**src/rtl/stopwatch_if.sv**
```systemverilog
// Button inputs and control outputs between the stopwatch front-end and its consumers.
interface stopwatch_if;
    logic       btn_start_stop;
    logic       btn_lap_reset;
    logic [2:0] state;
    logic       tick;
    logic       clear;
    logic       freeze;

    modport master (
        output btn_start_stop,
        output btn_lap_reset,
        input  state,
        input  tick,
        input  clear,
        input  freeze
    );

    modport slave (
        input  btn_start_stop,
        input  btn_lap_reset,
        output state,
        output tick,
        output clear,
        output freeze
    );
endinterface

```
**src/rtl/stopwatch_ctrl.sv**
```systemverilog
// Stopwatch front-end: button synchronise/debounce, start/stop/lap/clear FSM,
// and the 1 ms count-enable prescaler feeding the BCD counter.
module stopwatch_ctrl #(
    parameter int unsigned TICK_DIV        = 50000,
    parameter int unsigned DEBOUNCE_CYCLES = 1000000
) (
    input logic        clk,
    input logic        rst_n,
    stopwatch_if.slave sw
);
    localparam int unsigned PW = $clog2(TICK_DIV);
    localparam int unsigned DW = $clog2(DEBOUNCE_CYCLES);
    localparam int          NB = 2;

    typedef enum logic [2:0] {
        IDLE  = 3'b000,
        RUN   = 3'b001,
        STOP  = 3'b010,
        LAP   = 3'b011,
        CLEAR = 3'b100
    } state_t;

    logic [NB-1:0] raw;
    logic [NB-1:0] sync1_q;
    logic [NB-1:0] sync2_q;
    logic [NB-1:0] deb_q;
    logic [NB-1:0] deb_d_q;
    logic [NB-1:0] press;
    logic [DW-1:0] cnt_q [NB];

    state_t        state_q;
    state_t        state_d;
    logic [PW-1:0] presc_q;
    logic [PW-1:0] presc_d;
    logic          tick_q;
    logic          tick_d;
    logic          clear_q;
    logic          clear_d;
    logic          freeze_q;
    logic          freeze_d;

    logic ss;
    logic lr;

    // bit 0 = start/stop, bit 1 = lap/reset
    assign raw = {sw.btn_lap_reset, sw.btn_start_stop};

    // Two-flop synchronisers and per-button debounce counters
    always_ff @(posedge clk or negedge rst_n) begin
        if (!rst_n) begin
            sync1_q <= '0;
            sync2_q <= '0;
            deb_q   <= '0;
            deb_d_q <= '0;
            for (int i = 0; i < NB; i++) begin
                cnt_q[i] <= '0;
            end
        end else begin
            sync1_q <= raw;
            sync2_q <= sync1_q;
            deb_d_q <= deb_q;
            for (int i = 0; i < NB; i++) begin
                if (sync2_q[i] == deb_q[i]) begin
                    cnt_q[i] <= '0;
                end else if (cnt_q[i] == DW'(DEBOUNCE_CYCLES - 1)) begin
                    cnt_q[i] <= '0;
                    deb_q[i] <= sync2_q[i];
                end else begin
                    cnt_q[i] <= cnt_q[i] + DW'(1);
                end
            end
        end
    end

    // Press = rising edge of the debounced level; releases are ignored
    assign press = deb_q & ~deb_d_q;
    assign ss    = press[0];
    assign lr    = press[1];

    // State register plus registered outputs
    always_ff @(posedge clk or negedge rst_n) begin
        if (!rst_n) begin
            state_q  <= IDLE;
            presc_q  <= '0;
            tick_q   <= 1'b0;
            clear_q  <= 1'b0;
            freeze_q <= 1'b0;
        end else begin
            state_q  <= state_d;
            presc_q  <= presc_d;
            tick_q   <= tick_d;
            clear_q  <= clear_d;
            freeze_q <= freeze_d;
        end
    end

    // Next-state logic; start/stop has priority over lap/reset
    always_comb begin
        state_d = IDLE;
        case (state_q)
            IDLE:    state_d = ss ? RUN : IDLE;
            RUN:     state_d = ss ? STOP : (lr ? LAP : RUN);
            LAP:     state_d = ss ? STOP : (lr ? RUN : LAP);
            STOP:    state_d = ss ? RUN : (lr ? CLEAR : STOP);
            CLEAR:   state_d = IDLE;
            default: state_d = IDLE;
        endcase
    end

    // Output logic: prescaler keeps counting in LAP and holds its phase in STOP
    always_comb begin
        presc_d  = '0;
        tick_d   = 1'b0;
        clear_d  = 1'b0;
        freeze_d = 1'b0;
        case (state_q)
            RUN, LAP: begin
                if (presc_q == PW'(TICK_DIV - 1)) begin
                    presc_d = '0;
                    tick_d  = 1'b1;
                end else begin
                    presc_d = presc_q + PW'(1);
                end
            end
            STOP:    presc_d = presc_q;
            default: presc_d = '0;
        endcase
        case (state_d)
            CLEAR:   clear_d  = 1'b1;
            LAP:     freeze_d = 1'b1;
            default: ;
        endcase
    end

    assign sw.state  = state_q;
    assign sw.tick   = tick_q;
    assign sw.clear  = clear_q;
    assign sw.freeze = freeze_q;

endmodule

```
**src/flat_wrapper.sv**
```systemverilog
// flat-port wrapper written by rule: the top's interface ports become plain ports
module stopwatch_ctrl_flat 
#(
    parameter int unsigned TICK_DIV        = 50000,
    parameter int unsigned DEBOUNCE_CYCLES = 1000000
)
  (clk, rst_n, sw_btn_start_stop, sw_btn_lap_reset, sw_state, sw_tick, sw_clear, sw_freeze);
  stopwatch_if sw_i ();
  input logic clk;
  input logic rst_n;
  input wire logic [$bits(sw_i.btn_start_stop)-1:0] sw_btn_start_stop;
  input wire logic [$bits(sw_i.btn_lap_reset)-1:0] sw_btn_lap_reset;
  output wire logic [$bits(sw_i.state)-1:0] sw_state;
  output wire logic [$bits(sw_i.tick)-1:0] sw_tick;
  output wire logic [$bits(sw_i.clear)-1:0] sw_clear;
  output wire logic [$bits(sw_i.freeze)-1:0] sw_freeze;
  assign sw_i.btn_start_stop = sw_btn_start_stop;
  assign sw_i.btn_lap_reset = sw_btn_lap_reset;
  assign sw_state = sw_i.state;
  assign sw_tick = sw_i.tick;
  assign sw_clear = sw_i.clear;
  assign sw_freeze = sw_i.freeze;
  stopwatch_ctrl #(.TICK_DIV(TICK_DIV), .DEBOUNCE_CYCLES(DEBOUNCE_CYCLES)) u_core (.clk(clk), .rst_n(rst_n), .sw(sw_i));
endmodule
```
**config.mk**
```make
export PLATFORM = sky130hd
export DESIGN_NAME = stopwatch_ctrl_flat
export DESIGN_NICKNAME = d
export VERILOG_FILES = /design/src/rtl/stopwatch_if.sv /design/src/rtl/stopwatch_ctrl.sv /design/src/flat_wrapper.sv
export SDC_FILE = /design/constraint.sdc
export NUM_CORES = 1
export LEC_CHECK = 0
export CAP_MARGIN = 40
export CORE_UTILIZATION = 30
export CTS_CLUSTER_DIAMETER = 120
export DETAILED_ROUTE_END_ITERATION = 7
export GPL_TIMING_DRIVEN = 0
export PLACE_DENSITY_LB_ADDON = 0.15
export SLEW_MARGIN = 20
export SYNTH_ARGS = -nofsm -noshare
export SYNTH_HDL_FRONTEND = slang
export SYNTH_SLANG_ARGS = --single-unit
```
**constraint.sdc**
```tcl
create_clock -name clk -period 2.8 [get_ports clk]
set_input_delay 0.42 -clock clk [delete_from_list [all_inputs] [get_ports clk]]
set_output_delay 0.42 -clock clk [all_outputs]
set_load 0.01 [all_outputs]
```
==> results.yml, run 1 <==
route:
  drt_iter0_markers: 128
  routed_wl_mm: 7.573
  final_antenna_net_count: 0
  via_per_inst: 5.291
  drt_pass1_iterations: 4
  drc: 0
  wire_per_inst_um: 14.42
  vias: 2778
finish:
  multi_input_area_um2: 1625
  fin_nets: 384
  n_fill_cell: 1133
  seqCellArea_um2: 1752
  final_util: 0.3640
  diodes: 0
  layout-drive-gt1-share: 0.08377
  area_growth_pct: 18.48
logic_synthesis:
  muxShareOfSynthArea: 0.01218
  synth_top_family_by_area: "simple AND/OR/NAND/NOR gates"
  synth-seq-cells: 70
  synth_edf_count: 0
  synth-compound-area-share: 0.1074
  ys_warn_count: 0
  yosysTopAreaCell: "dfrtp_1"
  synthArstFlopShare: 1.000
  synthAdderAreaFrac: 0.01074
  yosysSeqAreaShare: 0.5014
  yosys.cell_types.count: 43
  synthSimpleGateAreaFrac: 0.2672
  avgSynthCellArea_um2: 9.840
  synth.area.top_cells: "dfrtp_1 50%, nand4_1 4.1%, nand3_1 4.0%, xor2_1 4.0%, nor2_1 3.5%"
  synthFlopType: "dfrtp_1"
  synth_top_cell_area_share: 0.5014
  synth_xor_area_frac: 0.06769
  synth_area_um2: 3493
  synthesis.nets: 362
  synthCells: 355
timing:
  drv_slew: 0
  max_freq_mhz: 450.3
  setup_slack_ns: 0.5790
  finalSetupViolations: 0
  whs_ns: 0.03372
  finalHoldViolations: 0
  clock_skew_ns: 0.007278
  relSlewSlack: 0.6390
  min_period_over_period: 0.7932
  rsz0062_at_grt: "no"
  fin_crit_ns: 2.221
  worst_pin_slew_ns: 0.5403
critical_path:
  cp_max_fo: 10
  cpPeakStageDelay_ns: 0.54
  worstPathCellList: "or4bb_1 -> or4_4 -> buf_6 -> buf_6 -> a31oi_1 -> mux2i_1"
  cp-end-kind: "flip-flop"
  r2r_slack_ns: 0.58
  r2r-start: "u_core.presc_q[12]"
  r2r-end: "u_core.presc_q[14]"
  crit_top_cell: "buf_6"
  slowest_stage: "or4_4"
  r2r.worst_path.cells: 6
  startpoint: "u_core.presc_q[12]"
  critical_path_class: "flip-flop to flip-flop"
  crit_required_ns: 3.01
  crit_path_end: "u_core.presc_q[14]"
  crit_family: "simple AND/OR/NAND/NOR gates"
  path_buf_inv: 2
  critical_path_arrival_ns: 2.43
  critPathLaunchType: "flip-flop"
  cp.depth: 6
floorplanning:
  initial_core_util: 0.3073
  die_w_um: 109.9
  die_area_um2: 12080
  die_y_um: 109.9
  ios: 10
  core_area_um2: 11370
  rows: 39
cts:
  root_buffer: "clkbuf_16"
  postCtsSetupBuffers: 0
  clk_latency_ns: 0.34
  clk_path_buf_depth: 2
  cts.clk_slew.worst_paths_ns: 0.06
  ctsResizeCount: 0
  cts_tree: "yes"
  clock_sinks: 70
  cts_buffers: 9
  h-tree-depth: 3
  holdBufCountCts: 0
placed_design:
  io_buffers: 9
  hpwl_mm: 5.145
  gp_congestion: 0.7504
  place_ws_ns: 0.5763
power_and_ir_drop:
  p_leak_nw: 1.602
  ir_drop_mv: 0.3642
  p_per_area_nw_per_um2: 583.6
global_routing:
  grt_max_degree: 38
  grt.total_usage: 0.1414
  grt_pass1_vias: 2653
  grt-ovfl-total: 0
  grt_pass1_wl_mm: 13.06
  antenna_found_initial: 0
run:
  cap_viol_max_count: 0
hold_path:
  hp-class: "primary input to async pin"
run_status:
  status: "finished, final reports clean"
==> through the flow <==
step	power [mW]	area [um2]	instances	TNS, ns
5_1_grt	2.507	4139	525	0
3_5_place_dp	1.110	3785	509	0
4_1_cts	2.454	4139	525	0
2_1_floorplan	1.071	3493	355	0
3_3_place_gp	1.107	3762	507	-87.92
6_report	2.415	4139	525	0
==> area by class of cell <==
cell class	count	area share
well taps	143	0.04323
repair buffers	11	0.02721
inverters	7	0.006348
plain buffers	18	0.02177
clock buffers	14	0.07104
multi-input cells	260	0.3927
clock inverters	2	0.01451
flip-flops and latches	70	0.4232
==> worst min path at each step <==
| stage | startpoint | to | depth (start not counted) |
|---|---|---|---|
| 2_1_floorplan | rst_n | u_core.cnt_q[0] | 0 |
| 3_5_place_dp | u_core.sync1_q[1] | u_core.sync2_q[1] | 0 |
| 5_1_grt | rst_n | u_core.presc_q[12] | 1 |
| 4_1_cts | rst_n | u_core.presc_q[12] | 1 |
| 6_report | rst_n | u_core.presc_q[12] | 1 |
| 3_3_place_gp | u_core.sync1_q[1] | u_core.sync2_q[1] | 0 |
==> kinds of logic after synthesis <==
group,Yosys count
mux,4
fa+ha+maj,3
flops,70
simple gates,168
compound gates,58
buf+inv,25
xor+xnor,27
==> sequential cells by signal, summed over array words and instances (netlist names) <==
signal	cells
u_core.sw.state	3
u_core.deb_d_q	2
u_core.sw.tick	1
u_core.sw.freeze	1
u_core.cnt_q	40
u_core.deb_q	2
u_core.sync2_q	2
u_core.sw.clear	1
u_core.sync1_q	2
u_core.presc_q	16
==> per-layer routing <==
metal	routed length, um	GRT usage	part of all wire	up-vias
li1	-	-	-	1377
met1	3889	0.1904	0.51	1352
met2	3352	0.2138	0.44	41
met3	217	0.03912	0.029	8
met4	114	0.05524	0.015	0
met5	0	0	0	-
==> cells in the mapped netlist (7+ instances only) <==
cell       n
nor3_1    11
nand4_1   23
and3_1     7
o31ai_1    9
xor2_1    16
inv_1      7
o21ai_0   10
nand2_1   18
xnor2_1   11
clkbuf_1  15
dfrtp_1   70
a31oi_1   14
a21oi_1   13
nand3_1   28
nor2_1    33
or4_1      9
==> cell usage in the layout, fill, tap and decap left out, types with 10 or more instances in the layout <==
cell,instances
xnor2_1,11
dfrtp_1,70
nand3_1,28
nand4_1,23
xor2_1,16
nand2_1,18
a31oi_1,14
clkbuf_1,15
nor2_1,33
nor3_1,11
o21ai_0,10
a21oi_1,13
==> power breakdown <==
group	total (mW)	switching (mW)	leakage, nW	internal, mW
Clock	1.33	0.425	0.175	0.902
Sequential	1.04	0.0132	0.964	1.02
Combinational	0.0541	0.0389	0.463	0.0153
Power figures use the tool's default switching activity.
==> run 2: changes to the inputs <==
- clock period: 2.8 -> 1.9 ns (I/O delays scaled with it)
==> results.yml, run 2 (same netlist as run 1, synthesis figures left out) <==
timing:
  finalHoldViolations: 0
  clock_skew_ns: 0.009487
  drv_slew: 0
  finalSetupViolations: 16
  fin_setup_tns_ns: -2.510
  whs_ns: 0.3493
  fin_crit_ns: 2.110
  worst_pin_slew_ns: 0.5008
  max_freq_mhz: 474.0
  rsz0062_at_grt: "yes"
  relSlewSlack: 0.6631
  min_period_over_period: 1.110
  setup_slack_ns: -0.2097
route:
  wire_per_inst_um: 14.77
  via_per_inst: 5.325
  final_antenna_net_count: 0
  routed_wl_mm: 7.860
  vias: 2833
  drc: 0
  drt_iter0_markers: 148
  drt_pass1_iterations: 4
cts:
  clock_sinks: 70
  cts.clk_slew.worst_paths_ns: 0.06
  cts_tree: "yes"
  root_buffer: "clkbuf_16"
  cts_buffers: 9
  clk_path_buf_depth: 2
  h-tree-depth: 3
  clk_latency_ns: 0.34
finish:
  finalNonFillerCells: 532
  fin_nets: 392
  area_growth_pct: 23.53
  layout_commonest_cell: "dfrtp_1"
  layout-drive-gt1-share: 0.1645
  top_register: "u_core.cnt_q"
  diodes: 0
  n_fill_cell: 1135
  mostFrequentLayoutCells: "65 x dfrtp_1, 33 x nor2_1, 26 x nand3_1, 23 x nand4_1, 17 x nand2_1"
  largest_register_ffs: 40
power_and_ir_drop:
  ir_drop_mv: 0.5168
  p_leak_nw: 1.663
  p_total_mw: 3.353
  p_per_area_nw_per_um2: 777.0
global_routing:
  grt_max_degree: 42
  grt-ovfl-total: 0
  antenna_found_initial: 0
  grt_pass1_vias: 2717
  grt.total_usage: 0.1459
  grt_pass1_wl_mm: 13.37
floorplanning:
  initial_core_util: 0.3073
  die_w_um: 109.9
  die_area_um2: 12080
  core_area_um2: 11370
  rows: 39
  ios: 10
  die_y_um: 109.9
hold_path:
  whs_path_depth: 0
  hp-class: "flip-flop to flip-flop"
run_status:
  status: "finished with violations"
  violations: "setup timing"
critical_path:
  cp-end-kind: "flip-flop"
  critPathLaunchType: "flip-flop"
  cp_max_fo: 8
  crit_required_ns: 2.10
  critical_path_class: "flip-flop to flip-flop"
  r2r.worst_path.cells: 5
  critical_path_arrival_ns: 2.31
placed_design:
  hpwl_mm: 5.265
  io_buffers: 9
  placed_cells: 509
  gp_congestion: 0.7673
  place_ws_ns: -0.3285
run:
  cap_viol_max_count: 0
-- run 2: cell count changes in the layout (fill, tap and decap cells not counted), sizes merged --
| cell | before | now |
|---|---|---|
| buf | 6 | 17 |
| clkbuf | 29 | 23 |
| bufinv | 2 | 1 |
| clkinv | 0 | 1 |
| clkinvlp | 0 | 1 |
| dlygate4sd3 | 0 | 1 |
-- run 2: final timing paths --
| path | start | to | slack (ns) |
|---|---|---|---|
| max | u_core.presc_q[7] | u_core.presc_q[7] | -0.21 |
| min | u_core.sync1_q[1] | u_core.sync2_q[1] | 0.35 |
| max reg2reg | u_core.presc_q[7] | u_core.presc_q[7] | -0.21 |
| min reg2reg | u_core.sync1_q[1] | u_core.sync2_q[1] | 0.35 |
| max in group asynchronous | rst_n | u_core.cnt_q[21] | 0.91 |
| min in group asynchronous | rst_n | u_core.presc_q[8] | 0.42 |
-- run 2: power by group --
part           total, mW  internal, mW  switching, mW
sequential          1.53          1.51         0.0222
combinational     0.0899        0.0320         0.0579
clock               1.73          1.11          0.621
total               3.35          2.65          0.701
-- run 2: critical path, cell delays in order (launching register included) --
cell,delay [ns]
dfrtp_1,0.39
or4_1,0.53
or4_4,0.63
buf_4,0.17
a41oi_1,0.19
a31oi_1,0.06
-- run 2: stage by stage --
stage | cell area [um2] | utilization
after floorplan | 3508 | -
after global placement | 3777 | 0.3322
after detailed placement | 3800 | 0.3342
after CTS | 4169 | 0.3667
after global routing | 4315 | 0.3796
final | 4315 | 0.3796
-- run 2: cell type report --
cell class                 instances  area (um2)  share of cell area
clock inverter                     3       42.54            0.009858
tap                              143       178.9             0.04146
timing repair buffer              24       234.0             0.05422
buffer                            13       82.58             0.01914
multi-input combinational        260        1727              0.4001
sequential                        70        1758              0.4074
inverter                           7       26.28            0.006089
clock buffer                      12       266.5             0.06176
-- run 2: layer usage --
metal | wire, um | GRT usage | vias up | share of wire
met1 | 3927 | 0.1927 | 1394 | 0.50
met2 | 3540 | 0.2205 | 42 | 0.45
met3 | 307 | 0.04979 | 10 | 0.039
li1 | - | - | 1387 | -
met4 | 85 | 0.05143 | 0 | 0.011
met5 | 0 | 0 | - | 0
-- run 2: repair_timing --
| item | CTS | global route |
|---|---|---|
| endpoints found under the hold margin | 29 | 0 |
| buffers inserted | 4 | 7 |
| resized for setup | 13 | 21 |
| hold buffers | 1 | 0 |
| pin swaps | 1 | 3 |
| endpoints found under the setup margin | 59 | 56 |
| cloned | 0 | 1 |
==> run 3: changes to the inputs <==
- CORE_UTILIZATION: 30 -> 39
- CTS_CLUSTER_DIAMETER: 120 -> not set
- PLACE_DENSITY: not set -> 0.64
- PLACE_DENSITY_LB_ADDON: 0.15 -> not set
==> results.yml, run 3 (same netlist as run 1, synthesis figures left out) <==
run_status:
  status: "finished with violations"
  violations: "setup timing"
cts:
  cts.clk_slew.worst_paths_ns: 0.09
  h-tree-depth: 3
  cts_buffers: 9
  cts_tree: "yes"
  root_buffer: "clkbuf_8"
  clock_sinks: 70
  clk_path_buf_depth: 2
  clk_latency_ns: 0.34
timing:
  fin_setup_tns_ns: -2.593
  rsz0062_at_grt: "yes"
  clock_skew_ns: 0.01283
  max_freq_mhz: 472.0
  setup_slack_ns: -0.2185
  drv_slew: 0
  min_period_over_period: 1.115
  finalHoldViolations: 0
  finalSetupViolations: 16
  worst_pin_slew_ns: 0.5264
  fin_crit_ns: 2.118
  relSlewSlack: 0.6490
finish:
  stdcell_area_um2: 4111
  largest_register_ffs: 40
  area_growth_pct: 17.69
  diodes: 0
  fin_nets: 389
  n_fill_cell: 838
  top_register: "u_core.cnt_q"
  layout-drive-gt1-share: 0.1525
  layout_commonest_cell: "dfrtp_1"
  finalNonFillerCells: 495
  mostFrequentLayoutCells: "67 x dfrtp_1, 33 x nor2_1, 26 x nand3_1, 23 x nand4_1, 17 x nand2_1"
placed_design:
  place_ws_ns: -0.2857
  io_buffers: 9
  placed_cells: 474
  placed_cell_area_um2: 3756
  hpwl_mm: 4.823
  gp_congestion: 0.8361
power_and_ir_drop:
  p_per_area_nw_per_um2: 690.1
  p_leak_nw: 1.595
  ir_drop_mv: 0.3882
  p_total_mw: 2.837
floorplanning:
  die_area_um2: 9340
  die_y_um: 96.65
  initial_core_util: 0.4025
  ios: 10
  rows: 34
  die_w_um: 96.65
  core_area_um2: 8678
critical_path:
  crit_required_ns: 2.12
  cpPeakStageDelay_ns: 0.62
  startpoint: "u_core.presc_q[7]"
  crit_top_cell: "or4_4"
  critPathLaunchType: "flip-flop"
  cp-end-kind: "flip-flop"
  cp_max_fo: 5
  slowest_stage: "or4_4"
  r2r-start: "u_core.presc_q[7]"
  critical_path_arrival_ns: 2.34
  critical_path_class: "flip-flop to flip-flop"
  worstPathCellList: "or4_4 -> or4_4 -> buf_8 -> a31oi_4 -> mux2i_1"
global_routing:
  grt_pass1_vias: 2674
  antenna_found_initial: 0
  met1_usage: 0.2258
  grtUsageMet3: 0.03902
  grt-ovfl-total: 0
  grt.total_usage: 0.1620
  top_usage_layer: "met2"
  grt.met2_usage: 0.2454
  grt_max_degree: 37
  grt_pass1_wl_mm: 12.51
route:
  via_per_inst: 5.855
  drc: 0
  routed_wl_mm: 7.205
  drt_iter0_markers: 122
  drt_pass1_iterations: 4
  vias: 2898
  final_antenna_net_count: 0
  wire_per_inst_um: 14.56
hold_path:
  hp-class: "flip-flop to flip-flop"
  hold_start: "u_core.sync1_q[1]"
run:
  cap_viol_max_count: 0
-- run 3: layout make-up --
cell class / count / area, um2 / area share
Clock inverter: 7 / 81.33 / 0.01978
Tap cell: 108 / 135.1 / 0.03287
Buffer: 13 / 81.33 / 0.01978
Sequential cell: 70 / 1755 / 0.4270
Clock buffer: 9 / 123.9 / 0.03013
Multi-Input combinational cell: 261 / 1708 / 0.4154
Timing Repair Buffer: 20 / 200.2 / 0.04869
Inverter: 7 / 26.28 / 0.006391
-- run 3: worst paths after layout --
check,endpoint,slack [ns],cells after the start
worst min register to register,u_core.sync2_q[1],0.35,0
min in group asynchronous,u_core.presc_q[9],0.42,2
worst max register to register,u_core.presc_q[14],-0.22,5
worst min-delay path,u_core.sync2_q[1],0.35,0
max in group asynchronous,u_core.sync1_q[0],0.93,3
worst max-delay path,u_core.presc_q[14],-0.22,5
-- run 3: report_power, final --
group	internal [mW]	switching [mW]
clock	0.622	0.607
combinational	0.0286	0.0557
sequential	1.50	0.0206
total	2.15	0.684
-- run 3: repair_timing --
action | 4_1_cts | 5_1_grt
buffers inserted | 5 | 2
hold buffers | 1 | 0
pin swaps | 0 | 4
resized for setup | 11 | 16
gates cloned | 0 | 2
endpoints found under the hold margin | 34 | 0
setup endpoints to repair | 59 | 46
-- run 3: per-layer routing --
| layer | vias up | wire length (um) | share of wire |
|---|---|---|---|
| met5 | - | 0 | 0 |
| met2 | 76 | 3252 | 0.45 |
| met3 | 11 | 337 | 0.047 |
| met1 | 1428 | 3513 | 0.49 |
| li1 | 1383 | - | - |
| met4 | 0 | 102 | 0.014 |
-- run 3: critical path, delay by kind of cell, from the launching register on --
kind	cells	cell delay, ns
AO/OA/AOI/OAI	1	0.16
flip-flops	1	0.40
multiplexers	1	0.09
buffers and inverters	1	0.17
AND/OR/NAND/NOR	2	1.16
-- run 3: stage by stage --
stage                     hold WS, ns    util
after floorplan              -0.01059       -
after CTS                      0.3539  0.4640
after global routing           0.3622  0.4738
final                          0.3518  0.4738
after detailed placement       0.2699  0.4328
after global placement         0.3317  0.4302
